## src/rtl/aic_pkg.sv

```systemverilog
// rtl/aic_pkg.sv - shared FSM encoding, MixColumns coefficients and GF(2^8) helper
package aic_pkg;

   localparam int COL_BYTES = 4;

   typedef enum logic [1:0] {
      ST_IDLE   = 2'd0,
      ST_ISSUE  = 2'd1,
      ST_WAIT   = 2'd2,
      ST_FINISH = 2'd3
   } aic_state_e;

   // Element [3] is the most significant byte, i.e. a0 of the column.
   typedef logic [COL_BYTES-1:0][7:0] aic_col_t;

   localparam logic [7:0] INV_COEFF [COL_BYTES] = '{8'h0E, 8'h0B, 8'h0D, 8'h09};
   localparam logic [7:0] FWD_COEFF [COL_BYTES] = '{8'h02, 8'h03, 8'h01, 8'h01};

   // Low byte of the AES reduction polynomial 0x11B.
   localparam logic [7:0] GF_POLY_LO = 8'h1B;

   function automatic logic [7:0] gf_xtime(input logic [7:0] v);
      return {v[6:0], 1'b0} ^ (v[7] ? GF_POLY_LO : 8'h00);
   endfunction

endpackage

```

## src/rtl/aic_multiplier.sv

```systemverilog
// rtl/aic_multiplier.sv - constant-time GF(2^8) multiplier, two multiplier bits per clock
module aic_multiplier
   import aic_pkg::*;
(
   input  logic       clk_i,
   input  logic       rst_i,
   input  logic       start_i,
   input  logic [7:0] a_i,
   input  logic [7:0] b_i,
   output logic [7:0] p_o,
   output logic       done_o
);

   logic [7:0] a_q, a_d;
   logic [7:0] b_q, b_d;
   logic [7:0] p_q, p_d;
   logic [1:0] cnt_q, cnt_d;
   logic       run_q, run_d;
   logic       done_q, done_d;

   logic       load;
   logic [7:0] src_a, src_b, src_p;
   logic [7:0] p_mid, a_mid;

   // Shift-and-add over two multiplier bits per edge; the start edge does the first pair,
   // so every product takes exactly four edges regardless of operand values.
   always_comb begin
      load   = start_i & ~run_q;
      src_a  = load ? a_i : a_q;
      src_b  = load ? b_i : b_q;
      src_p  = load ? 8'h00 : p_q;
      p_mid  = src_p ^ (src_b[0] ? src_a : 8'h00);
      a_mid  = gf_xtime(src_a);
      a_d    = a_q;
      b_d    = b_q;
      p_d    = p_q;
      cnt_d  = cnt_q;
      run_d  = run_q;
      done_d = 1'b0;
      if (load || run_q) begin
         p_d    = p_mid ^ (src_b[1] ? a_mid : 8'h00);
         a_d    = gf_xtime(a_mid);
         b_d    = {2'b00, src_b[7:2]};
         cnt_d  = load ? 2'd1 : cnt_q + 2'd1;
         run_d  = load ? 1'b1 : (cnt_q != 2'd3);
         done_d = run_q && (cnt_q == 2'd3);
      end
   end

   // Operand, partial product and sequencing registers.
   always_ff @(posedge clk_i or posedge rst_i) begin
      if (rst_i) begin
         a_q    <= 8'h00;
         b_q    <= 8'h00;
         p_q    <= 8'h00;
         cnt_q  <= 2'd0;
         run_q  <= 1'b0;
         done_q <= 1'b0;
      end else begin
         a_q    <= a_d;
         b_q    <= b_d;
         p_q    <= p_d;
         cnt_q  <= cnt_d;
         run_q  <= run_d;
         done_q <= done_d;
      end
   end

   assign p_o    = p_q;
   assign done_o = done_q;

endmodule

```

## src/rtl/aic_mixcol_engine.sv

```systemverilog
// rtl/aic_mixcol_engine.sv - sequential (Inv)MixColumns column engine over aic_multiplier
module aic_mixcol_engine
   import aic_pkg::*;
#(
   parameter bit INVERSE = 1'b1
) (
   input  logic        clk,
   input  logic        rst,
   input  logic        start,
   input  logic [31:0] col_in,
   output logic [31:0] col_out,
   output logic        busy,
   output logic        done
);

   aic_state_e  state_q, state_d;
   aic_col_t    col_q, col_d;
   aic_col_t    shadow_q, shadow_d;
   logic [31:0] col_out_q, col_out_d;
   logic [7:0]  acc_q, acc_d;
   logic [1:0]  i_q, i_d;
   logic [1:0]  j_q, j_d;
   logic        busy_q, busy_d;
   logic        done_q, done_d;
   logic        mul_start_q, mul_start_d;
   logic [7:0]  mul_in_q, mul_in_d;
   logic [7:0]  coeff_q, coeff_d;

   logic [7:0]  mul_result;
   logic        mul_done;
   logic [7:0]  acc_next;
   logic [1:0]  lane_next;

   function automatic logic [7:0] coeff_of(input logic [1:0] jj);
      return INVERSE ? INV_COEFF[jj] : FWD_COEFF[jj];
   endfunction

   aic_multiplier u_mul (
      .clk_i   (clk),
      .rst_i   (~rst),
      .start_i (mul_start_q),
      .a_i     (mul_in_q),
      .b_i     (coeff_q),
      .p_o     (mul_result),
      .done_o  (mul_done)
   );

   // State register.
   always_ff @(posedge clk or negedge rst) begin
      if (!rst) state_q <= ST_IDLE;
      else      state_q <= state_d;
   end

   // Next state: one ISSUE/WAIT pair per product, FINISH after the 16th product.
   always_comb begin
      state_d = state_q;
      case (state_q)
         ST_IDLE:   if (start) state_d = ST_ISSUE;
         ST_ISSUE:  state_d = ST_WAIT;
         ST_WAIT:   if (mul_done) state_d = (i_q == 2'd3 && j_q == 2'd3) ? ST_FINISH : ST_ISSUE;
         ST_FINISH: state_d = ST_IDLE;
         default:   state_d = ST_IDLE;
      endcase
   end

   // Datapath next values; operands for the next product are registered on the edge that
   // enters ISSUE so the multiplier sees a stable start pulse and operands during ISSUE.
   always_comb begin
      col_d       = col_q;
      shadow_d    = shadow_q;
      col_out_d   = col_out_q;
      acc_d       = acc_q;
      i_d         = i_q;
      j_d         = j_q;
      busy_d      = busy_q;
      done_d      = 1'b0;
      mul_start_d = 1'b0;
      mul_in_d    = mul_in_q;
      coeff_d     = coeff_q;
      acc_next    = ((j_q == 2'd0) ? 8'h00 : acc_q) ^ mul_result;
      lane_next   = 2'd0;
      case (state_q)
         ST_IDLE: begin
            if (start) begin
               col_d       = col_in;
               busy_d      = 1'b1;
               i_d         = 2'd0;
               j_d         = 2'd0;
               acc_d       = 8'h00;
               mul_start_d = 1'b1;
               mul_in_d    = col_in[31:24];
               coeff_d     = coeff_of(2'd0);
            end
         end
         ST_WAIT: begin
            if (mul_done) begin
               acc_d = acc_next;
               if (j_q != 2'd3) begin
                  j_d         = j_q + 2'd1;
                  lane_next   = i_q + j_q + 2'd1;
                  mul_start_d = 1'b1;
                  mul_in_d    = col_q[2'd3 - lane_next];
                  coeff_d     = coeff_of(j_q + 2'd1);
               end else begin
                  shadow_d[2'd3 - i_q] = acc_next;
                  if (i_q != 2'd3) begin
                     i_d         = i_q + 2'd1;
                     j_d         = 2'd0;
                     lane_next   = i_q + 2'd1;
                     mul_start_d = 1'b1;
                     mul_in_d    = col_q[2'd3 - lane_next];
                     coeff_d     = coeff_of(2'd0);
                  end
               end
            end
         end
         ST_FINISH: begin
            col_out_d = shadow_q;
            done_d    = 1'b1;
            busy_d    = 1'b0;
         end
         default: ;
      endcase
   end

   // Datapath registers; reset clears everything so an aborted column leaves no trace.
   always_ff @(posedge clk or negedge rst) begin
      if (!rst) begin
         col_q       <= '0;
         shadow_q    <= '0;
         col_out_q   <= 32'h0;
         acc_q       <= 8'h00;
         i_q         <= 2'd0;
         j_q         <= 2'd0;
         busy_q      <= 1'b0;
         done_q      <= 1'b0;
         mul_start_q <= 1'b0;
         mul_in_q    <= 8'h00;
         coeff_q     <= 8'h00;
      end else begin
         col_q       <= col_d;
         shadow_q    <= shadow_d;
         col_out_q   <= col_out_d;
         acc_q       <= acc_d;
         i_q         <= i_d;
         j_q         <= j_d;
         busy_q      <= busy_d;
         done_q      <= done_d;
         mul_start_q <= mul_start_d;
         mul_in_q    <= mul_in_d;
         coeff_q     <= coeff_d;
      end
   end

   assign col_out = col_out_q;
   assign busy    = busy_q;
   assign done    = done_q;

endmodule

```

## config.mk

```make
export PLATFORM = sky130hd
export DESIGN_NAME = aic_mixcol_engine
export DESIGN_NICKNAME = d
export VERILOG_FILES = /design/src/rtl/aic_pkg.sv /design/src/rtl/aic_multiplier.sv /design/src/rtl/aic_mixcol_engine.sv
export SDC_FILE = /design/constraint.sdc
export NUM_CORES = 1
export LEC_CHECK = 0
export ABC_AREA = 1
export BUFFER_PORTS_ARGS = -buffer_cell sky130_fd_sc_hd__buf_2
export CORE_AREA = 2 2 172 174
export DETAILED_ROUTE_END_ITERATION = 10
export DIE_AREA = 0 0 174 176
export GPL_TIMING_DRIVEN = 1
export SKIP_LAST_GASP = 1
export SLEW_MARGIN = 15
export SYNTH_ARGS = -nofsm -noshare
export SYNTH_HDL_FRONTEND = slang
export SYNTH_SLANG_ARGS = --single-unit
```

## constraint.sdc

```tcl
create_clock -name clk -period 4.1 [get_ports clk]
set_clock_uncertainty 0.15 [all_clocks]
set_input_delay 0.205 -clock clk [delete_from_list [all_inputs] [get_ports clk]]
set_output_delay 0.205 -clock clk [all_outputs]
set_load 0.1 [all_outputs]
```

; Word level (Yosys, flattened, before mapping)
; Cells that the tools add are included.
[classes]
n_mux = 55
reduce_logical = 15
magnitude_cmp = 5
n_eq_ne = 14
n_bitwise = 9
n_div = 0
shift = 0
add_sub_neg = 8
mul = 0
[op_table]
columns = operator, count
row1 = 8-bit 2-to-1 mux, 21
row2 = 8-bit binary-select mux with 2-bit select, 3
row3 = 8-bit case mux with 2 select lines, 3
row4 = 8-bit bitwise XOR, 5
row5 = 32-bit bitwise mux, 1
row6 = 2-bit 2-to-1 mux, 11
row7 = 8-bit demux with 2-bit select, 1
row8 = "2-bit != test, second input constant", 6
row9 = "2-bit equality test, second input constant", 5
row10 = 5-bit 2-to-1 mux, 2
row11 = "2-bit by 3-bit < comparator with 1-bit output, second input constant", 3
row12 = "2-bit by 1-bit adder with 2-bit output, second input constant", 4
row13 = 1-bit 2-to-1 mux, 8
row14 = 2-bit case mux with 2 select lines, 2
row15 = 2-bit case mux with 4 select lines, 1
row16 = 2-bit AND reduction, 3
row17 = 3-bit AND reduction, 2
row18 = "2-bit subtractor, first input constant", 3
row19 = 5-bit AND reduction, 1
row20 = 2-bit logical NOT, 2
row21 = 1-bit case mux with 2 select lines, 2
row22 = 4-bit AND reduction, 1
row23 = 2-bit nonzero test, 2
row24 = "3-bit >= comparator, second input constant", 1
row25 = 10 further kinds, 13
[word_totals]
output_inout_bits = 34
input_bits = 35
ram_bits = 0
latch_bits = 0
regBits = 155
wordCells = 130
memories = 0
rom_bits = 0

; Depth between registers and ports, before layout
; Gate-level depths: netlist of the first run.
[depth]
depth_word = 8
ltp_mapped = 11
mapped_depth_nobuf = 10

; By module
; From an unflattened synthesis of the first run, not the netlist that was laid out.
[hier_totals]
cells_unflattened = 893
hier_area_um2 = 7418.4
[modules_own_cells]
columns = mod, seq_area_each_um2, cells_each, instances, area_per_inst_um2
row1 = aic_mixcol_engine, 3128.0, 641, 1, 5716.7
row2 = aic_multiplier, 650.6, 252, 1, 1701.6

; Worst setup path before layout of the first run
; OpenSTA, ideal clock, no wires.
[synth_path]
path_type = register to register
from = reg i_q[0]
to = reg mul_in_q[0]
path_slack_ps = 1960
path_buffers = 3
t_required_ps = 3873
period_less_slack_ps = 2140
path_stages_with_launch = 12
arrival_ps = 1913
setup_ps = 77
cell_sequence = dfrtp_1 -> buf_4 -> clkinv_1 -> buf_2 -> ha_1 -> buf_2 -> clkinv_1 -> nand3_1 -> nand2_1 -> a21oi_1 -> nand2_1 -> a21oi_1
[synth_via]
elab_chain_cells = 8
word_cells_on_any_way = 16
cone_classes = add/sub (5) / eq/ne (2) / mux (8) / reduce/logical (1)
[synth_lines]
columns = element, line
row1 = "start, declared", aic_mixcol_engine.sv:21  ; logic [1:0] i_q, i_d;
row2 = "start signal, assigned", aic_mixcol_engine.sv:145  ; i_q <= i_d;
row3 = 2-bit adder / 2-bit by 1-bit adder with 2-bit output (equally long branches), "aic_mixcol_engine.sv:100, aic_mixcol_engine.sv:109"
row4 = 2-bit by 1-bit adder with 2-bit output / 2-bit subtractor (equally long branches), "aic_mixcol_engine.sv:100, aic_mixcol_engine.sv:111"
row5 = 2-bit subtractor / 8-bit binary-select mux with 2-bit select (equally long branches), "aic_mixcol_engine.sv:102, aic_mixcol_engine.sv:111"
row6 = 8-bit binary-select mux with 2-bit select / 8-bit 2-to-1 mux (equally long branches), "aic_mixcol_engine.sv:102, aic_mixcol_engine.sv:111"
row7 = 8-bit 2-to-1 mux (on tied branches), "aic_mixcol_engine.sv:102, aic_mixcol_engine.sv:106"
row8 = 8-bit 2-to-1 mux, aic_mixcol_engine.sv:98  ; if (j_q != 2'd3) begin
row9 = 8-bit 2-to-1 mux, aic_mixcol_engine.sv:96  ; if (mul_done) begin
row10 = 8-bit case mux with 2 select lines, aic_mixcol_engine.sv:82  ; case (state_q)
row11 = "end signal, assigned", aic_mixcol_engine.sv:150  ; mul_in_q <= mul_in_d;
row12 = "end, declared", aic_mixcol_engine.sv:26  ; logic [7:0] mul_in_q, mul_in_d;
; Several ways; a longest one is shown, not always the timed one. The select of a mux whose other input is x is not followed.
; A chain may end at the register's enable or synchronous reset.

; Worst setup path after layout of the first run
[layout_path]
from = reg i_q[0]
to = reg mul_in_q[4]
; The elaborated chain is that of the path after synthesis.

==> results of run 1 <==
[registers in the layout (all words and copies together), names as in the netlist]
register / count
done: 1
u_mul.b_q: 2
mul_in_q: 8
u_mul.a_q: 8
coeff_q: 4
u_mul.done_o: 1
mul_start_q: 1
u_mul.cnt_q: 2
busy: 1
col_out: 32
j_q: 2
state_q: 2
u_mul.p_o: 8
shadow_q: 32
i_q: 2
col_q: 32
acc_q: 8
u_mul.run_q: 1
[worst reg2reg max path: stages, from the launching register on]
cell	delay (ns)
dfrtp_1	0.77
clkinv_1	0.66
ha_1	1.01
o21ai_0	0.22
nand3_1	0.12
nand3_1	0.08
nand2_1	0.08
a21oi_1	0.06
[cell usage after synthesis, types with 2 or more instances]
library cell  count  share of area, %
clkinv_1          2              0.11
xor2_1            3              0.37
a21oi_1          42               3.0
o21bai_1          2              0.21
mux2_2           16               2.6
nand3_1          87               6.2
xnor2_1           5              0.62
buf_4             8              0.85
ha_1              9               1.6
o21ai_0          82               5.8
o21ai_1           9              0.64
nor2_2            3              0.27
buf_1             4              0.21
nand2_1         272                14
nor2_1           36               1.9
nand2_2           3              0.27
nand3b_1          4              0.43
nor2_4            4              0.64
dfrtp_1         147                52
inv_2             4              0.21
inv_1            89               4.7
buf_2            14              0.99
clkbuf_1         12              0.64
[stage by stage]
step           cells  hold slack [ns]  worst slack [ns]  instance area (um^2)  util, %
3_3_place_gp    1284            0.178              1.00                  7720     27.1
6_report        1350            0.290             0.838                  8670     30.4
4_1_cts         1350            0.305             0.883                  8670     30.4
2_1_floorplan    867           -0.241              1.96                  7060        -
3_5_place_dp    1284            0.179             0.908                  7720     27.1
5_1_grt         1350            0.346             0.435                  8670     30.4
[cell families (layout without fill, tap and decap cells)]
logic type | after synthesis | count (layout) | share of synthesized area (%)
AND/OR/NAND/NOR | 411 | 411 | 24.3
adder cells (fa/ha/maj) | 9 | 9 | 1.59
multiplexers | 16 | 16 | 2.55
flip-flops | 147 | 147 | 52.1
buffers and inverters | 134 | 233 | 7.90
AO/OA/AOI/OAI | 142 | 142 | 10.5
XOR/XNOR | 8 | 8 | 0.992
[layout make-up]
cell class,instances,area (um^2)
clock buffer,17,425
clock inverter,15,185
tap,384,480
timing repair buffer,106,717
inverter,95,357
multi-input combinational,586,2830
sequential,147,3680
fill,3061,19900
[report_power, final]
group          switching, uW  total, uW  internal [uW]
Sequential                 0       1450           1450
Clock                    698       1630            929
Combinational           40.3       74.7           34.4
[path summary, 6_finish.rpt]
kind                            cells after the start                        to                    from
worst min-delay path                                2    col_out[0]$_DFFE_PN0P_                     rst
worst max-delay path                                7   mul_in_q[4]$_DFFE_PN0P_      i_q[0]$_DFFE_PN0P_
worst max register to register                      7   mul_in_q[4]$_DFFE_PN0P_      i_q[0]$_DFFE_PN0P_
worst min register to register                      2    coeff_q[3]$_DFFE_PN0P_  coeff_q[3]$_DFFE_PN0P_
max in group asynchronous                           3  u_mul.a_q[0]$_DFFE_PN0P_                     rst
min in group clk                                    2    coeff_q[3]$_DFFE_PN0P_  coeff_q[3]$_DFFE_PN0P_
[layer usage]
metal | global-route usage, % | routed length (um) | vias to the layer above | part of all wire [%]
met2 | 18.7 | 7810 | 137 | 44
met4 | 4.17 | 368 | 0 | 2.1
met5 | 0 | 0 | - | 0
met1 | 16.3 | 8690 | 2810 | 49
met3 | 3.34 | 776 | 26 | 4.4
li1 | - | - | 2949 | -
==> impl_metrics.tcl, run 1 <==
set metrics [dict create \
    clock_path_buffers 2 \
    routedWlPerCell_um 13.1 \
    cts_tree "built" \
    layout_common_cells "nand2_1, dfrtp_1, inv_1, nand3_1, o21ai_0" \
    crit_chain "clkinv_1, ha_1, o21ai_0, nand3_1, nand3_1, nand2_1, a21oi_1" \
    netlist_instances 867 \
    die_w_um 174 \
    maxSlewViolCount 0 \
    synth.avg_cell_area_um2 8.15 \
    outcome "finished, final reports clean" \
    required_ns 4.25 \
    numCtsBuffers 17 \
    post-route-period-util_pct 79.6 \
    cellLeakagePower_uw 0.00430 \
    ctsResizeCount 0 \
    grt_use_total_pct 12.1 \
    drt_iter0_drc 527 \
    dpl.hpwl_um 12100 \
    power_uw 3150 \
    antenna_left 0 \
    start_util_pct 24.7 \
    critPathMaxStageDelay_ns 1.01 \
    wirelength_um 17600 \
    hold_class "in -> async" \
    ys_seq_elements 147 \
    drive_above_1_share_pct 14.4 \
    overflow 0 \
    finalSetupTns_ns 0 \
    setup_viol 0 \
    grt_pass1_vias 5677 \
    cp-end-kind "flip-flop" \
    htreeDepth 4 \
    period_minus_slack_ns 3.26 \
    yosysWarnings 0 \
    detail_route.vias_per_cell 4.39 \
    pwr_density_cell_mw_per_mm2 363 \
    drv_cap 0 \
    grt_setup_unrepaired "false" \
    critPathTopFamily "adder cells" \
    gp_congestion 0.869 \
    cp.arrival_ns 3.42 \
    synth_seq_area_share_pct 52.1 \
    antenna_cells 0 \
    clk_latency_ns 0.43 \
    postCtsHoldBufs 34 \
    areaGrowthSynthToFinish_pct 22.8 \
    drc 0 \
    ys_types 33 \
    fp.coreArea_mm2 0.0285 \
    synthArstFlopShare_pct 100 \
    root_buffer "clkbuf_16" \
    dr_total_vias 5922 \
    io_pins 69 \
    synth_edf_count 0 \
    cp-start-kind "flip-flop" \
    numClockSinks 147 \
    syn_nets 911 \
    grt_antenna_before_repair 0 \
    hold_viol 0 \
    fin_nets 997 \
    cp.buffers_inverters 1 \
    clk_pin_slew_ns 0.07 \
    cpMostUsedCell "nand3_1" \
    io_buffers 68 \
    grt_max_degree 88 \
    synth_flop_cell "dfrtp_1" \
    die_height_um 176 \
    grt_pass1_wl_um 29400 \
    worstMarginPinSlew_ns 1.01 \
    drt_pass1_iterations 5 \
    slew_headroom_pct 32.2 \
    die_area_mm2 0.0306 \
    path_max_fanout 32 \
    clock.fmax_ghz 0.307 \
    path_class "reg -> reg" \
    critPathSlowestCell "ha_1" \
    vdd_drop_max_mv 0.244 \
    synth.cell_area_mm2 0.00706 \
    postCtsSetupRepairBufs 0 \
    rows 62 \
    final_common_cell "nand2_1" \
    r2r_setup_slack_ns 0.84 \
]
(Power assumes the default switching activity.)
==> inputs of run 2 (changes only) <==
==> constraint.sdc (replaced) <==
create_clock -name clk -period 2.65 [get_ports clk]
set_clock_uncertainty 0.15 [all_clocks]
set_input_delay 0.1325 -clock clk [delete_from_list [all_inputs] [get_ports clk]]
set_output_delay 0.1325 -clock clk [all_outputs]
set_load 0.1 [all_outputs]
==> run 2 against run 1 <==
Total power up 51%. Register-to-register slack got worse by 0.30 ns. Sequential cell count unchanged. First-iteration DRC count up 7.0%. Global-route usage shrank 0.11 points. Utilization increased by 0.19 points. Non-clock buffer count is 10 higher. Cell area grew 0.63%. Via count about the same. Sequential power is 54% higher. Cell count is 0.74% higher. Worst setup slack worse by 0.30 ns. Critical endpoint is now u_mul.p_o[3]$_DFFE_PN0P_. Largest cell class unchanged. Largest power group unchanged. Highest routed layer unchanged.
==> impl_metrics.tcl, run 2 (same netlist as run 1, synthesis figures left out) <==
set metrics [dict create \
    grt_use_total_pct 12.0 \
    hold_class "in -> async" \
    start_util_pct 24.7 \
    dr_total_vias 5918 \
    worstMarginPinSlew_ns 0.640 \
    slew_headroom_pct 57.0 \
    final_common_cell "nand2_1" \
    ctsResizeCount 0 \
    cellLeakagePower_uw 0.00433 \
    cp.arrival_ns 2.27 \
    io_buffers 68 \
    grt_setup_unrepaired "false" \
    power_uw 4750 \
    period_minus_slack_ns 2.11 \
    numCtsBuffers 17 \
    antenna_left 0 \
    gp_congestion 0.886 \
    cp-end-kind "flip-flop" \
    setup_viol 0 \
    dp_cells 1295 \
    vdd_drop_max_mv 0.366 \
    fin_nets 1007 \
    grt_max_degree 74 \
    clk_latency_ns 0.42 \
    drt_pass1_iterations 5 \
    pwr_density_cell_mw_per_mm2 545 \
    path_class "reg -> reg" \
    drive_above_1_share_pct 15.4 \
    drt_iter0_drc 564 \
    path_max_fanout 23 \
    detail_route.vias_per_cell 4.35 \
    die_height_um 176 \
    routedWlPerCell_um 12.8 \
    fin_cells 1360 \
    maxSlewViolCount 0 \
    rows 62 \
    grt_antenna_before_repair 0 \
    fp.coreArea_mm2 0.0285 \
    grt_pass1_wl_um 29400 \
    cp-start-kind "flip-flop" \
    die_w_um 174 \
    numClockSinks 147 \
    antenna_cells 0 \
    cts_tree "built" \
    dpl.hpwl_um 12100 \
    htreeDepth 4 \
    hold_viol 0 \
    outcome "finished, final reports clean" \
    drc 0 \
    finalSetupTns_ns 0 \
    wirelength_um 17400 \
    die_area_mm2 0.0306 \
    overflow 0 \
    grt_pass1_vias 5746 \
    clock_path_buffers 2 \
    layout_common_cells "nand2_1, dfrtp_1, inv_1, nand3_1, o21ai_0" \
    clock.fmax_ghz 0.474 \
    io_pins 69 \
    required_ns 2.81 \
    clk_pin_slew_ns 0.07 \
    areaGrowthSynthToFinish_pct 23.6 \
    drv_cap 0 \
    post-route-period-util_pct 79.6 \
    root_buffer "clkbuf_16" \
]
run 2: cell count changes in the layout (fill, tap and decap cells not counted), sizes merged:
| cell | change |
|---|---|
| buf | +11 |
| clkinv | +3 |
| inv | -3 |
| bufinv | -1 |
| clkbuf | +1 |
| dlygate4sd3 | -1 |
run 2: through the flow:
stage	hold slack [ns]	util [%]	cell area [um^2]	worst slack [ns]
finish	0.0502	30.6	8730	0.541
detailed placement	-0.0576	27.4	7820	0.561
floorplan	-0.313	-	7060	0.510
global placement	-0.0537	27.4	7820	0.565
CTS	0.0522	30.6	8730	0.554
global route	0.0868	30.6	8730	0.343
run 2: power by group:
group | switching, uW | internal [uW]
combinational | 62.1 | 54.5
clock | 1050 | 1350
sequential | 0 | 2240
run 2: worst paths after layout:
check / slack, ns / cells after the start / from / end
worst max-delay path: 0.54 / 9 / mul_start_q$_DFF_PN0_ / u_mul.p_o[3]$_DFFE_PN0P_
worst min-delay path: 0.05 / 2 / rst / col_out[2]$_DFFE_PN0P_
worst max register to register: 0.54 / 9 / mul_start_q$_DFF_PN0_ / u_mul.p_o[3]$_DFFE_PN0P_
worst min register to register: 0.30 / 2 / coeff_q[3]$_DFFE_PN0P_ / coeff_q[3]$_DFFE_PN0P_
max in group asynchronous: 1.53 / 3 / rst / col_q[11]$_DFFE_PN0P_
min in group clk: 0.13 / 3 / start / busy$_DFFE_PN0P_
run 2: worst max-delay path, cell delays in order, from the launching register on:
cell     delay, ns
dfrtp_1       0.59
nand2_2       0.38
nand2_1       0.14
nand2_1       0.19
nand2_1       0.17
nand2_1       0.09
nor2_1        0.09
nand2_1       0.05
nand3_1       0.08
nand2_1       0.06
run 2: cell type report:
cell class	instances	area [um^2]
inverters	95	357
clock buffers	18	439
well taps	384	480
fillers	3062	19800
flip-flops and latches	147	3680
multi-input cells	586	2830
clock inverters	14	141
repair buffers	116	802
run 2: routing by layer:
metal | vias up | wire length, um | global-route usage, %
li1 | 2959 | - | -
met1 | 2785 | 8680 | 16.5
met2 | 145 | 7610 | 18.5
met3 | 29 | 715 | 2.54
met4 | 0 | 378 | 4.66
met5 | - | 0 | 0
run 2: repair_timing:
item / CTS / global route
hold buffers: 33 / 0
endpoints found under the hold margin: 187 / 0
buffers inserted: 0 / 0
